[config.mk]
export PLATFORM = sky130hd
export DESIGN_NAME = shared_dmem_ctrl
export DESIGN_NICKNAME = d
export VERILOG_FILES = /design/src/rtl/shared_bus_pkg.sv /design/src/rtl/llsc_reservation_table.sv /design/src/rtl/shared_dmem_ctrl.sv
export SDC_FILE = /design/constraint.sdc
export NUM_CORES = 1
export LEC_CHECK = 0
export BUFFER_PORTS_ARGS = -buffer_cell sky130_fd_sc_hd__buf_2
export CAP_MARGIN = 40
export CORE_UTILIZATION = 47
export CTS_CLUSTER_DIAMETER = 50
export CTS_CLUSTER_SIZE = 20
export DETAILED_ROUTE_END_ITERATION = 10
export PLACE_DENSITY = 0.69
export SETUP_SLACK_MARGIN = 0.1
export SYNTH_ARGS = -nofsm -noshare
export SYNTH_HDL_FRONTEND = slang
export SYNTH_SLANG_ARGS = --single-unit
[constraint.sdc]
create_clock -name clock -period 2.7 [get_ports clock]
set_input_delay 0.135 -clock clock [delete_from_list [all_inputs] [get_ports clock]]
set_output_delay 0.135 -clock clock [all_outputs]
set_load 0.005 [all_outputs]
[src/rtl/shared_bus_pkg.sv]
// rtl/shared_bus_pkg.sv - shared data bus constants, FSM encoding and grant helper
//
// Purpose: common definitions for the shared data-memory bus, used by the
// bus arbiter and by the slave-side memory controller.
//   NUM_CORES    number of cores on the bus (width of the one-hot grant)
//   CORE_BITS    width of a core index
//   ADDR_BITS    word-address width
//   bus_state_e  controller FSM encoding
//   onehot_valid true when a grant vector has exactly one bit set
package shared_bus_pkg;

  localparam int NUM_CORES = 4;
  localparam int CORE_BITS = $clog2(NUM_CORES);
  localparam int ADDR_BITS = 30;

  typedef logic [NUM_CORES-1:0] grant_t;
  typedef logic [CORE_BITS-1:0] core_idx_t;
  typedef logic [ADDR_BITS-1:0] addr_t;

  typedef enum logic [2:0] {
    ST_IDLE,
    ST_ISSUE,
    ST_WAIT,
    ST_CAPTURE,
    ST_DONE
  } bus_state_e;

  function automatic logic onehot_valid(input grant_t g);
    int ones = 0;
    for (int i = 0; i < NUM_CORES; i++) begin
      ones += int'(g[i]);
    end
    return (ones == 1);
  endfunction

endpackage

[src/rtl/llsc_reservation_table.sv]
// rtl/llsc_reservation_table.sv - per-core load-linked/store-conditional reservation registers
//
// Purpose: one {valid, addr} reservation per core.
// Ports:
//   clock, reset           rising-edge clock, asynchronous active-low reset
//   set_en/core/addr       load-linked: core reserves addr (overwrites older one)
//   clear_en/clear_core    store-conditional: drop that core's reservation
//   snoop_en/snoop_addr    a RAM write happened: drop every reservation on addr
//   match_core/match_addr  lookup key
//   match                  combinational: reservation of match_core is valid on match_addr
module llsc_reservation_table
  import shared_bus_pkg::*;
(
  input  logic      clock,
  input  logic      reset,
  input  logic      set_en,
  input  core_idx_t set_core,
  input  addr_t     set_addr,
  input  logic      clear_en,
  input  core_idx_t clear_core,
  input  logic      snoop_en,
  input  addr_t     snoop_addr,
  input  core_idx_t match_core,
  input  addr_t     match_addr,
  output logic      match
);

  logic [NUM_CORES-1:0] res_valid;
  addr_t                res_addr [NUM_CORES];

  always_ff @(posedge clock or negedge reset) begin
    if (!reset) begin
      res_valid <= '0;
      for (int i = 0; i < NUM_CORES; i++) begin
        res_addr[i] <= '0;
      end
    end else begin
      for (int i = 0; i < NUM_CORES; i++) begin
        // Snoop is word granular: byte enables of the write do not matter.
        if ((snoop_en && (res_addr[i] == snoop_addr)) ||
            (clear_en && (clear_core == core_idx_t'(i)))) begin
          res_valid[i] <= 1'b0;
        end
        // A set is only ever issued for a read, so it never collides with a
        // snoop or clear in the same cycle; placing it last keeps it dominant.
        if (set_en && (set_core == core_idx_t'(i))) begin
          res_valid[i] <= 1'b1;
          res_addr[i]  <= set_addr;
        end
      end
    end
  end

  assign match = res_valid[match_core] && (res_addr[match_core] == match_addr);

endmodule

[src/rtl/shared_dmem_ctrl.sv]
// rtl/shared_dmem_ctrl.sv - shared data memory bus slave: SRAM sequencer with wait states and LL/SC
//
// Purpose: accepts one transaction at a time from the granted core, strobes a
// single-port synchronous SRAM, waits WAIT_STATES cycles, returns data and the
// Ready handshake, and tracks LL/SC reservations per core.
// Ports:
//   clock, reset       rising-edge clock, asynchronous active-low reset
//   D_Bus_GRANT        one-hot grant from the arbiter (selects the core)
//   DataMem_Read       read strobe (only a solid 1 counts)
//   DataMem_Write      byte write enables (any 1 bit means write; write beats read)
//   DataMem_Address    word address
//   DataMem_Out        write data from the core
//   DataMem_LL/SC      load-linked / store-conditional qualifiers
//   DataMem_Ready      transaction complete; high only in DONE
//   DataMem_In         read data, held until the next read completes
//   SC_Success         1 only after a successful store-conditional
//   Ram_RE/Ram_WE      one-cycle SRAM strobes
//   Ram_Addr/Ram_WData SRAM address and write data
//   Ram_RData          SRAM read data, valid the cycle after Ram_RE
module shared_dmem_ctrl
  import shared_bus_pkg::*;
#(
  parameter int WAIT_STATES = 2
) (
  input  logic                 clock,
  input  logic                 reset,
  input  logic [NUM_CORES-1:0] D_Bus_GRANT,
  input  logic                 DataMem_Read,
  input  logic [3:0]           DataMem_Write,
  input  logic [ADDR_BITS-1:0] DataMem_Address,
  input  logic [31:0]          DataMem_Out,
  input  logic                 DataMem_LL,
  input  logic                 DataMem_SC,
  output logic                 DataMem_Ready,
  output logic [31:0]          DataMem_In,
  output logic                 SC_Success,
  output logic                 Ram_RE,
  output logic [3:0]           Ram_WE,
  output logic [ADDR_BITS-1:0] Ram_Addr,
  output logic [31:0]          Ram_WData,
  input  logic [31:0]          Ram_RData
);

  localparam logic [3:0] WAIT_LAST = (WAIT_STATES > 0) ? 4'(WAIT_STATES - 1) : 4'd0;

  function automatic core_idx_t grant_to_index(input grant_t g);
    core_idx_t idx = '0;
    for (int i = 0; i < NUM_CORES; i++) begin
      if (g[i]) idx = core_idx_t'(i);
    end
    return idx;
  endfunction

  bus_state_e state, state_next;
  logic [3:0] wait_cnt;
  logic       lat_read;
  logic       lat_sc_ok;

  logic       rd_req, wr_req, req_valid, accept;
  logic       is_read, is_ll, is_sc, sc_ok, do_write;
  core_idx_t  req_core;
  logic       res_match;

  // Request decode. The strobes are compared with === so that a floating or
  // unknown strobe from an idle core is never mistaken for a request.
  always_comb begin
    rd_req = (DataMem_Read === 1'b1);
    wr_req = 1'b0;
    for (int i = 0; i < 4; i++) begin
      if (DataMem_Write[i] === 1'b1) wr_req = 1'b1;
    end
    req_core  = grant_to_index(D_Bus_GRANT);
    is_read   = rd_req && !wr_req;
    // LL together with SC on a read degrades to a plain read.
    is_ll     = is_read && DataMem_LL && !DataMem_SC;
    is_sc     = wr_req && DataMem_SC;
    sc_ok     = is_sc && res_match;
    do_write  = wr_req && (!is_sc || sc_ok);
    req_valid = (rd_req || wr_req) && onehot_valid(D_Bus_GRANT);
    accept    = (state == ST_IDLE) && req_valid;
  end

  // Reservations are updated at acceptance, using the grant of that cycle;
  // later grant changes cannot affect the transaction in flight.
  llsc_reservation_table u_resv (
    .clock      (clock),
    .reset      (reset),
    .set_en     (accept && is_ll),
    .set_core   (req_core),
    .set_addr   (DataMem_Address),
    .clear_en   (accept && is_sc),
    .clear_core (req_core),
    .snoop_en   (accept && do_write),
    .snoop_addr (DataMem_Address),
    .match_core (req_core),
    .match_addr (DataMem_Address),
    .match      (res_match)
  );

  always_ff @(posedge clock or negedge reset) begin
    if (!reset) state <= ST_IDLE;
    else        state <= state_next;
  end

  always_comb begin
    state_next = state;
    case (state)
      ST_IDLE:    if (req_valid) state_next = ST_ISSUE;
      ST_ISSUE:   state_next = (WAIT_STATES == 0) ? ST_CAPTURE : ST_WAIT;
      ST_WAIT:    if (wait_cnt == WAIT_LAST) state_next = ST_CAPTURE;
      ST_CAPTURE: state_next = ST_DONE;
      ST_DONE:    if (!rd_req && !wr_req) state_next = ST_IDLE;
      default:    state_next = ST_IDLE;
    endcase
  end

  always_ff @(posedge clock or negedge reset) begin
    if (!reset) begin
      wait_cnt <= '0;
    end else if (state == ST_ISSUE) begin
      wait_cnt <= '0;
    end else if (state == ST_WAIT) begin
      wait_cnt <= wait_cnt + 4'd1;
    end
  end

  // Strobes are registered at acceptance so they are high for exactly the
  // ISSUE cycle. Ready mirrors "next state is DONE", so it can never be
  // observed high while the FSM sits in IDLE.
  always_ff @(posedge clock or negedge reset) begin
    if (!reset) begin
      DataMem_Ready <= 1'b0;
      DataMem_In    <= '0;
      SC_Success    <= 1'b0;
      Ram_RE        <= 1'b0;
      Ram_WE        <= '0;
      Ram_Addr      <= '0;
      Ram_WData     <= '0;
      lat_read      <= 1'b0;
      lat_sc_ok     <= 1'b0;
    end else begin
      Ram_RE        <= 1'b0;
      Ram_WE        <= '0;
      DataMem_Ready <= (state_next == ST_DONE);
      if (accept) begin
        Ram_RE    <= is_read;
        Ram_WE    <= do_write ? DataMem_Write : 4'b0000;
        Ram_Addr  <= DataMem_Address;
        Ram_WData <= DataMem_Out;
        lat_read  <= is_read;
        lat_sc_ok <= sc_ok;
      end
      if (state == ST_CAPTURE) begin
        if (lat_read) DataMem_In <= Ram_RData;
        SC_Success <= lat_sc_ok;
      end
    end
  end

endmodule

==> impl_metrics.csv, run 1 <==
group,metric,value,unit
route,antenna_left,0,
synthesis,syn_avg_cell_area,11.98,um^2
route,drc,0,
synthesis,ys_ff_latch,234,
place,dpl_cell_area,0.01381,mm^2
route,vias_per_cell,5.705,
setup_path,crit_top_cell,"inv_1",
place,port_buffers,207,
synthesis,yosysSeqAreaShare,49.17,%
place,dp_hpwl,23180,um
synthesis,synth_fp_nets,1106,
place,gp_congestion,0.8992,
setup_path,reg2reg_depth,8,
synthesis,ys_types,65,
global_routing,grtUsageTotal,27.16,%
route,wl,34580,um
pwr,peakVddDrop,0.6814,mV
setup_path,worstPathArrival,2.87,ns
min_path,min_path_type,"primary input to register",
finish,syn2layout_area_growth,30.77,%
synthesis,synth_largest_area_cell,"dfrtp_1",
finish,layout-drive-gt1-share,40.45,%
floorplan,core_region_area,0.02460,mm^2
floorplan,fp.dieW,161.2,um
route,drt_pass1_iterations,5,
clocking,ctsHtreeMaxLevel,1,
route,drt_iter0_drc,726,
finish,final_util,63.30,%
outcome,run_status,"finished clean",
clocking,cts.reportedPaths.clkPinSlew,0.07,ns
clocking,cts.sinks,234,
floorplan,ioPinCount,208,
setup_path,cp_cell_sequence,"buf_2 > inv_1 > fa_1 > inv_1 > ha_2 > ha_4 > nor2_1 > and4b_1 > nand2_2 > nor4_4 > and2_2 > buf_12 > mux2_2",
synthesis,async_flop_share,100.0,%
global_routing,grt_max_degree,80,
sta,setup-tns-final,0,ns
setup_path,crit_path_top_delay_cell,"fa_1",
min_path,whs_path_depth,2,
setup_path,end_kind,"register",
route,wl_per_cell,21.24,um
sta,hold_viol,0,
global_routing,grt_overflow,0,
pwr,leakage,7.203,nW
sta,report.final.setup_viol,0,
pwr,powerDensity,736.0,mW/mm^2
finish,fin_nets,1392,
floorplan,die_h,161.2,um
clocking,numCtsBuffers,29,
synthesis,synth_most_common_cell,"dfrtp_1",
sta,fin_skew,0.01400,ns
finish,postLayoutCellArea,0.01557,mm^2
clocking,cts_tree,"yes",
setup_path,crit_fanout,13,
clocking,cts-root-buf,"clkbuf_16",
sta,slew_violations,0,
floorplan,die_area,0.02598,mm^2
synthesis,syn_inst,994,
sta,slew_headroom,61.40,%
global_routing,antenna_found_initial,1,
clocking,ctsResizeCount,0,
pwr,finalPower,11.46,mW
clocking,clockBufferDepth,3,
global_routing,grt_pass1_wl,54720,um
place,place_ws,-0.3281,ns
sta,tightestPinTransition,0.5737,ns
route,vias,9287,
sta,rsz0062_at_grt,"no",
synthesis,synth_ff_type,"dfrtp_1",
setup_path,worst_setup_path_start_kind,"primary input",
setup_path,crit_type,"primary input to register",
sta,fin_ws,0.2566,ns
setup_path,max_stage_delay,0.43,ns
setup_path,worstPathRequired,3.13,ns
synthesis,syn-cell-area,0.01191,mm^2
synthesis,synth_top_area_share,49.17,%
clocking,insertion_delay,0.56,ns
floorplan,initial_core_util,48.40,%
global_routing,grt_pass1_vias,9549,
synthesis,synth.top_cells.by_area,"dfrtp_1 (49%), mux2_2 (18%), xnor2_1 (6.1%)",
sta,fin_crit_sh,90.50,%
floorplan,rows,57,
synthesis,synth_edf_count,0,
sta,period_minus_slack,2.443,ns
clocking,postCtsSetupRepairBufs,0,
synthesis,synthTopCellsByCount,"dfrtp_1 (234), mux2_2 (188), xnor2_1 (83)",
synthesis,yosys_warnings,0,
sta,max_freq,409.3,MHz
job,maxCapViolCount,0,
-- cell type report --
class                           count  area (um^2)
Fill cell                        1914         9031
Timing Repair Buffer              332         2347
Antenna cell                        1        2.502
Sequential cell                   234         5856
Tap cell                          324        405.4
Inverter                           20        77.57
Clock buffer                       35        798.3
Clock inverter                     19        160.2
Multi-Input combinational cell    663         5927
-- cell usage in the layout, fill, tap and decap left out, types with 5 or more instances in the layout --
cell type / count
a21oi_1: 23
nand4_1: 22
nand2b_1: 8
nor3b_1: 14
o21ai_0: 20
dlygate4sd3_1: 80
a22oi_1: 5
buf_2: 206
nor4_1: 16
dfrtp_1: 234
o2bb2ai_1: 9
a21boi_0: 7
and3_1: 6
o221ai_1: 13
or4_1: 9
nand3_1: 15
o22ai_1: 8
a21o_1: 14
and3b_1: 12
mux2_2: 140
buf_12: 13
nand2_1: 34
clkbuf_16: 29
mux2_4: 64
nor2_1: 11
clkinvlp_4: 5
inv_1: 19
xnor2_1: 83
xor2_1: 35
clkbuf_8: 5
buf_4: 32
o2111ai_1: 6
nand3b_1: 12
inv_6: 6
nor4b_1: 7
-- path summary, 6_finish.rpt --
path                       slack (ns)           startpoint             endpoint
min in group asynchronous        0.11                reset         Ram_Addr[19]
setup / recovery                 0.26       D_Bus_GRANT[1]  u_resv.res_addr[89]
max in group asynchronous        1.76                reset         Ram_Addr[12]
setup reg to reg                 0.34  u_resv.res_addr[67]  u_resv.res_valid[3]
hold reg to reg                  0.49         Ram_Addr[22]         Ram_Addr[22]
hold / removal                   0.03  DataMem_Address[15]  u_resv.res_addr[45]
-- power breakdown --
| group | leakage (nW) | switching [mW] | internal, mW |
|---|---|---|---|
| registers | 3.03 | 0.451 | 4.32 |
| clock network | 0.460 | 1.67 | 2.16 |
| logic | 3.72 | 1.30 | 1.57 |
| total | 7.20 | 3.42 | 8.04 |
-- metrics by stage --
stage	std cells	hold WS, ns
after floorplan	994	-0.1606
after global placement	1493	0.1115
after detailed placement	1493	0.1140
after CTS	1627	0.01747
after global routing	1628	0.03280
final	1628	0.02526
-- registers in the layout, indices dropped and copies added (netlist names), 3 cells and up --
register	cells
DataMem_In	32
u_resv.res_valid	4
Ram_Addr	30
wait_cnt	4
state	3
u_resv.res_addr	120
Ram_WData	32
Ram_WE	4
-- worst max-delay path: cells and delay by family --
family	cells	cell delay (ns)
adder cells (fa/ha/maj)	3	0.80
buffers and inverters	4	0.50
multiplexers	1	0.34
AND/OR/NAND/NOR	5	1.09
-- logic make-up after synthesis --
| logic type | after synthesis | synth area share [%] |
|---|---|---|
| flip-flops | 234 | 49.17 |
| AO/OA/AOI/OAI | 137 | 8.017 |
| buffers and inverters | 97 | 3.530 |
| AND/OR/NAND/NOR | 197 | 10.56 |
| multiplexers | 206 | 19.46 |
| adder cells (fa/ha/maj) | 5 | 0.5884 |
| XOR/XNOR | 118 | 8.678 |
-- what timing repair did --
item,CTS,global route
hold buffers,80,0
endpoints found under the hold margin,139,0
endpoints found under the setup margin,0,0
-- layer usage --
| metal | part of all wire, % | global-route usage [%] | wire [um] | up-vias |
|---|---|---|---|---|
| met5 | 0 | 0 | 0 | - |
| met4 | 4.3 | 11.19 | 1502 | 0 |
| met3 | 6.0 | 4.237 | 2063 | 81 |
| met2 | 47 | 43.71 | 16130 | 365 |
| met1 | 43 | 36.68 | 14880 | 4665 |
| li1 | - | - | - | 4176 |
Note: power is estimated with default switching activity, not from simulation.
==> inputs of run 2 (changes only) <==
--- a/config.mk
+++ b/config.mk
@@ -7,11 +7,10 @@
 export LEC_CHECK = 0
 export BUFFER_PORTS_ARGS = -buffer_cell sky130_fd_sc_hd__buf_2
 export CAP_MARGIN = 40
-export CORE_UTILIZATION = 47
+export CORE_UTILIZATION = 25
 export CTS_CLUSTER_DIAMETER = 50
 export CTS_CLUSTER_SIZE = 20
 export DETAILED_ROUTE_END_ITERATION = 10
-export PLACE_DENSITY = 0.69
 export SETUP_SLACK_MARGIN = 0.1
 export SYNTH_ARGS = -nofsm -noshare
 export SYNTH_HDL_FRONTEND = slang
==> run 2 against run 1 <==
The flow now finishes with violations (DRC). Sequential power about the same. Worst setup slack got worse by 0.055 ns. Wire length increased by 6.6%. Sequential share of layout area decreased by 1.5 points. First-iteration DRC count decreased by 46%. Flip-flop and latch count unchanged. Critical path type is now register to register. Cell count increased by 18%. Via count decreased by 1.5%. Fmax decreased by 2.2%. Highest routed layer is now met5. Critical endpoint is now u_resv.res_valid[3]. Critical path depth decreased by 6. Total power increased by 8.0%. Register-to-register slack got worse by 0.14 ns.
==> impl_metrics.csv, run 2 (synthesized netlist as in run 1, its figures left out) <==
group,metric,value,unit
finish,n_antenna_cell,0,
clocking,cts_tree,"yes",
outcome,violations,"DRC",
min_path,min_path_type,"primary input to register",
floorplan,initial_core_util,25.47,%
route,wl,36870,um
clocking,cts.sinks,234,
sta,report.final.setup_viol,0,
global_routing,grt_util_met3,4.385,%
sta,fin_skew,0.02305,ns
setup_path,worstPathArrival,2.90,ns
finish,final_common_cell,"dfrtp_1",
clocking,ctsHtreeMaxLevel,2,
sta,whs,0.03131,ns
pwr,finalPower,12.38,mW
setup_path,crit_fanout,8,
route,drt_iter0_drc,391,
place,gp_congestion,0.8981,
setup_path,end_kind,"register",
sta,tightestPinTransition,0.6569,ns
setup_path,crit_path_start,"u_resv.res_addr[33]",
sta,hold_viol,0,
place,port_buffers,207,
global_routing,grt_overflow,0,
clocking,cts-root-buf,"clkbuf_16",
global_routing,grt_pass1_wl,57310,um
floorplan,die_area,0.04851,mm^2
route,wl_per_cell,19.13,um
global_routing,grtUsageMet2,25.02,%
global_routing,grt_pass1_vias,9693,
sta,slew_violations,0,
finish,reg.largest.list,"u_resv.res_addr: 120 flops, DataMem_In: 32 flops, Ram_WData: 32 flops",
route,vias_per_cell,4.746,
outcome,run_status,"finished, violations left",
finish,fin_nets,1404,
sta,period_minus_slack,2.498,ns
clocking,cts.reportedPaths.clkPinSlew,0.06,ns
finish,syn2layout_area_growth,36.36,%
setup_path,worstPathRequired,3.11,ns
sta,slew_headroom,56.20,%
clocking,insertion_delay,0.54,ns
clocking,clockBufferDepth,3,
sta,max_freq,400.3,MHz
sta,fin_ws,0.2019,ns
finish,layout-drive-gt1-share,41.36,%
route,drc,3,
finish,layout_common_cells,"dfrtp_1 (234), buf_2 (206), mux2_2 (140), xnor2_1 (83), dlygate4sd3_1 (77)",
pwr,leakage,7.378,nW
floorplan,die_h,220.3,um
setup_path,r2r_start,"u_resv.res_addr[33]",
pwr,powerDensity,762.6,mW/mm^2
finish,largest_register_ffs,120,
floorplan,rows,79,
global_routing,grt_most_used_layer,"met2",
route,antenna_left,0,
global_routing,grtUsageTotal,15.53,%
route,drt_pass1_iterations,8,
clocking,postCtsSetupRepairBufs,0,
pwr,peakVddDrop,0.5434,mV
route,vias,9145,
global_routing,grt_max_degree,74,
floorplan,fp.dieW,220.3,um
sta,fin_crit_sh,92.52,%
sta,rsz0062_at_grt,"no",
min_path,hp-start,"DataMem_Address[3]",
setup_path,worst_setup_path_start_kind,"register",
place,place_ws,-0.3387,ns
finish,regMostFlops,"u_resv.res_addr",
floorplan,core_region_area,0.04675,mm^2
global_routing,use_met1,19.52,%
job,maxCapViolCount,0,
clocking,numCtsBuffers,36,
setup_path,crit_type,"register to register",
global_routing,antenna_found_initial,2,
floorplan,ioPinCount,208,
place,dp_hpwl,26320,um
[run 2: cell types whose count changed in the layout (fill, tap and decap cells not counted), sizes merged]
cell,delta
clkbuf,+7
dlygate4sd3,-3
diode,-1
inv,+3
buf,+8
clkinv,+3
clkinvlp,-3
bufinv,+2
[run 2: routing by layer]
layer | wire length [um] | part of all wire, % | vias to the layer above
li1 | - | - | 4198
met1 | 15930 | 43 | 4604
met2 | 17360 | 47 | 255
met3 | 2192 | 5.9 | 84
met4 | 1364 | 3.7 | 4
met5 | 25 | 0.068 | -
[run 2: worst max-delay path, cell delays in order (launching register included)]
cell	delay [ns]
dfrtp_1	0.41
a21oi_1	0.22
o2bb2ai_1	0.19
o22ai_1	0.15
a2111oi_0	0.50
nor4b_2	0.43
a31o_2	0.34
a32oi_1	0.12
[run 2: layout make-up]
cell class,count,area [um^2]
clock buffer,42,974.7
clock inverter,24,254.0
tap,607,759.5
inverter,20,77.57
fill,4618,30510
multi-input combinational,663,5928
sequential,234,5856
timing repair buffer,337,2390
[run 2: path summary, 6_finish.rpt]
kind	endpoint	slack (ns)	cells after the start
setup / recovery	u_resv.res_valid[3]	0.20	7
hold / removal	u_resv.res_addr[93]	0.03	3
setup reg to reg	u_resv.res_valid[3]	0.20	7
hold reg to reg	Ram_Addr[22]	0.49	2
max in group asynchronous	u_resv.res_addr[87]	1.60	3
min in group asynchronous	u_resv.res_addr[71]	0.18	2
[run 2: power by group]
group	total, mW	switching (mW)	internal [mW]
logic	2.87	1.28	1.59
clock network	4.76	1.90	2.86
registers	4.76	0.439	4.32
total	12.4	3.62	8.76
[run 2: per-stage QoR]
step	TNS, ns	cell area [um^2]	utilization [%]	std cells
5_1_grt	0	16240	34.73	1927
4_1_cts	0	16240	34.73	1927
3_5_place_dp	-27.55	14240	30.45	1784
3_3_place_gp	-32.65	14240	30.45	1784
2_1_floorplan	-27.84	12350	-	994
6_report	0	16240	34.73	1927
[run 2: what timing repair did]
action / CTS / global route
endpoints found under the setup margin: 0 / 5
hold buffers: 77 / 0
gates resized for setup: 0 / 1
hold endpoints to repair: 150 / 0
==> inputs of run 3 (changes only) <==
--- a/config.mk
+++ b/config.mk
@@ -7,7 +7,9 @@
 export LEC_CHECK = 0
 export BUFFER_PORTS_ARGS = -buffer_cell sky130_fd_sc_hd__buf_2
 export CAP_MARGIN = 40
+export CORE_ASPECT_RATIO = 1.1
 export CORE_UTILIZATION = 25
+export CTS_BUF_LIST = sky130_fd_sc_hd__clkbuf_4
 export CTS_CLUSTER_DIAMETER = 50
 export CTS_CLUSTER_SIZE = 20
 export DETAILED_ROUTE_END_ITERATION = 10
==> run 3 against run 2 <==
First-iteration DRC count rose by 23%. Combinational power is essentially flat. Final area decreased by 2.1%. Fmax rose by 0.29%. Die area is essentially flat. Sequential power about the same. Critical endpoint unchanged. Wire length grew 3.0%. Worst hold slack improved by 0.10 ns. Sequential share of layout area increased by 0.76 points. Worst setup slack better by 0.0072 ns. Non-clock buffer count rose by 25. Highest routed layer is now met4. The flow now finishes without violations. Flip-flop and latch count unchanged.
==> impl_metrics.csv, run 3 (synthesized netlist as in run 1, its figures left out) <==
group,metric,value,unit
outcome,run_status,"finished clean",
setup_path,worst_setup_path_start_kind,"register",
finish,register_area,0.005856,mm^2
clocking,cts_tree,"yes",
finish,largest_register_ffs,120,
sta,fin_skew,0.05051,ns
clocking,cts.reportedPaths.clkPinSlew,0.14,ns
setup_path,worstPathRequired,3.30,ns
finish,multi_input_area,0.005937,mm^2
floorplan,die_h,230.9,um
clocking,cts-root-buf,"clkbuf_4",
clocking,cts.sinks,234,
finish,final_common_cell,"dfrtp_1",
floorplan,rows,83,
clocking,ctsHtreeMaxLevel,2,
global_routing,grt_pass1_wl,57710,um
route,wl_per_cell,19.16,um
clocking,insertion_delay,0.76,ns
pwr,finalPower,10.47,mW
place,dp_hpwl,26370,um
finish,syn2layout_area_growth,33.55,%
floorplan,ioPinCount,208,
route,drt_pass1_iterations,4,
sta,rsz0062_at_grt,"no",
floorplan,fp.dieW,210.1,um
route,drt_iter0_drc,482,
finish,fin_nets,1428,
sta,fin_crit_sh,92.26,%
sta,period_minus_slack,2.491,ns
floorplan,core_region_area,0.04684,mm^2
finish,reg.largest.list,"u_resv.res_addr: 120 flops, DataMem_In: 32 flops, Ram_WData: 32 flops",
route,vias,9333,
route,wl,37980,um
pwr,powerDensity,658.6,mW/mm^2
job,maxCapViolCount,0,
sta,report.final.setup_viol,0,
pwr,peakVddDrop,0.4645,mV
global_routing,grt_overflow,0,
sta,tightestPinTransition,0.7094,ns
finish,layout_common_cells,"dfrtp_1 (234), buf_2 (206), mux2_2 (140), dlygate4sd3_1 (102), xnor2_1 (83)",
sta,slew_headroom,52.27,%
place,port_buffers,207,
place,place_ws,-0.4064,ns
sta,hold_viol,0,
sta,max_freq,401.5,MHz
floorplan,initial_core_util,25.43,%
global_routing,grtUsageTotal,15.56,%
setup_path,crit_type,"register to register",
clocking,clockBufferDepth,3,
route,antenna_left,0,
clocking,numCtsBuffers,35,
global_routing,antenna_found_initial,2,
setup_path,crit_fanout,8,
finish,layout-drive-gt1-share,40.61,%
setup_path,worstPathArrival,3.09,ns
sta,setup-tns-final,0,ns
min_path,min_path_type,"primary input to register",
setup_path,end_kind,"register",
finish,regMostFlops,"u_resv.res_addr",
route,vias_per_cell,4.709,
global_routing,grt_max_degree,65,
global_routing,grt_pass1_vias,9678,
sta,slew_violations,0,
clocking,postCtsSetupRepairBufs,0,
place,gp_congestion,0.8730,
route,drc,0,
sta,fin_ws,0.2091,ns
floorplan,die_area,0.04851,mm^2
pwr,leakage,7.197,nW
finish,n_fill_cell,4681,
-- run 3: cell types whose count changed in the layout (fill, tap and decap cells not counted), moves of 2 or more --
cell	before	now
dlygate4sd3_1	77	102
bufinv_16	2	4
inv_8	3	1
clkinv_8	1	3
clkbuf_8	3	0
buf_12	14	12
clkinv_4	6	2
clkbuf_4	0	39
diode_2	0	3
clkbuf_1	2	0
clkbuf_16	37	0
-- run 3: worst paths after layout --
| check | depth (start not counted) | slack (ns) | from | endpoint |
|---|---|---|---|---|
| min in group asynchronous | 4 | 0.58 | reset | Ram_WData[1] |
| max in group asynchronous | 4 | 1.76 | reset | u_resv.res_addr[14] |
| min reg2reg | 2 | 0.50 | Ram_Addr[4] | Ram_Addr[4] |
| max reg2reg | 7 | 0.21 | u_resv.res_addr[113] | u_resv.res_valid[3] |
| min | 3 | 0.13 | DataMem_Out[25] | Ram_WData[25] |
| max | 7 | 0.21 | u_resv.res_addr[113] | u_resv.res_valid[3] |
-- run 3: critical path: stages (launching register included) --
cell and delay [ns]:
dfrtp_1 0.42, nor3b_1 0.23, o22ai_1 0.16, and3_1 0.21, a2111oi_1 0.51, nor4b_4 0.36, a31o_2 0.32, a32oi_1 0.12
-- run 3: timing repair --
item | in CTS | in global routing
endpoints found under the setup margin | 0 | 8
gates resized for setup | 0 | 2
hold buffers | 103 | 0
hold endpoints to repair | 462 | 0
-- run 3: through the flow --
step | area (um^2) | util [%] | cells | hold slack [ns]
floorplan | 12350 | - | 994 | -0.1606
global placement | 14240 | 30.41 | 1813 | 0.1526
detailed placement | 14240 | 30.41 | 1813 | 0.1553
CTS | 15890 | 33.92 | 1979 | 0.03795
global route | 15900 | 33.96 | 1982 | 0.07176
finish | 15900 | 33.96 | 1982 | 0.1322
-- run 3: report_power, final --
group / switching, mW / total, mW / internal (mW)
clock: 1.64 / 2.84 / 1.20
sequential: 0.432 / 4.73 / 4.30
combinational: 1.29 / 2.90 / 1.61
total: 3.37 / 10.5 / 7.10
-- run 3: final cells by class --
cell class	count	area share (%)
Antenna cell	3	0.04720
Clock buffer	39	1.841
Clock inverter	24	1.896
Inverter	20	0.4878
Multi-Input combinational cell	663	37.33
Sequential cell	234	36.82
Tap cell	637	5.011
Timing Repair Buffer	362	16.57
-- run 3: layer usage --
| layer | vias to the layer above | wire length, um | global-route usage (%) |
|---|---|---|---|
| met2 | 290 | 18360 | 25.82 |
| met4 | 0 | 1289 | 6.022 |
| li1 | 4255 | - | - |
| met5 | - | 0 | 0 |
| met3 | 76 | 2304 | 3.877 |
| met1 | 4712 | 16030 | 19.34 |
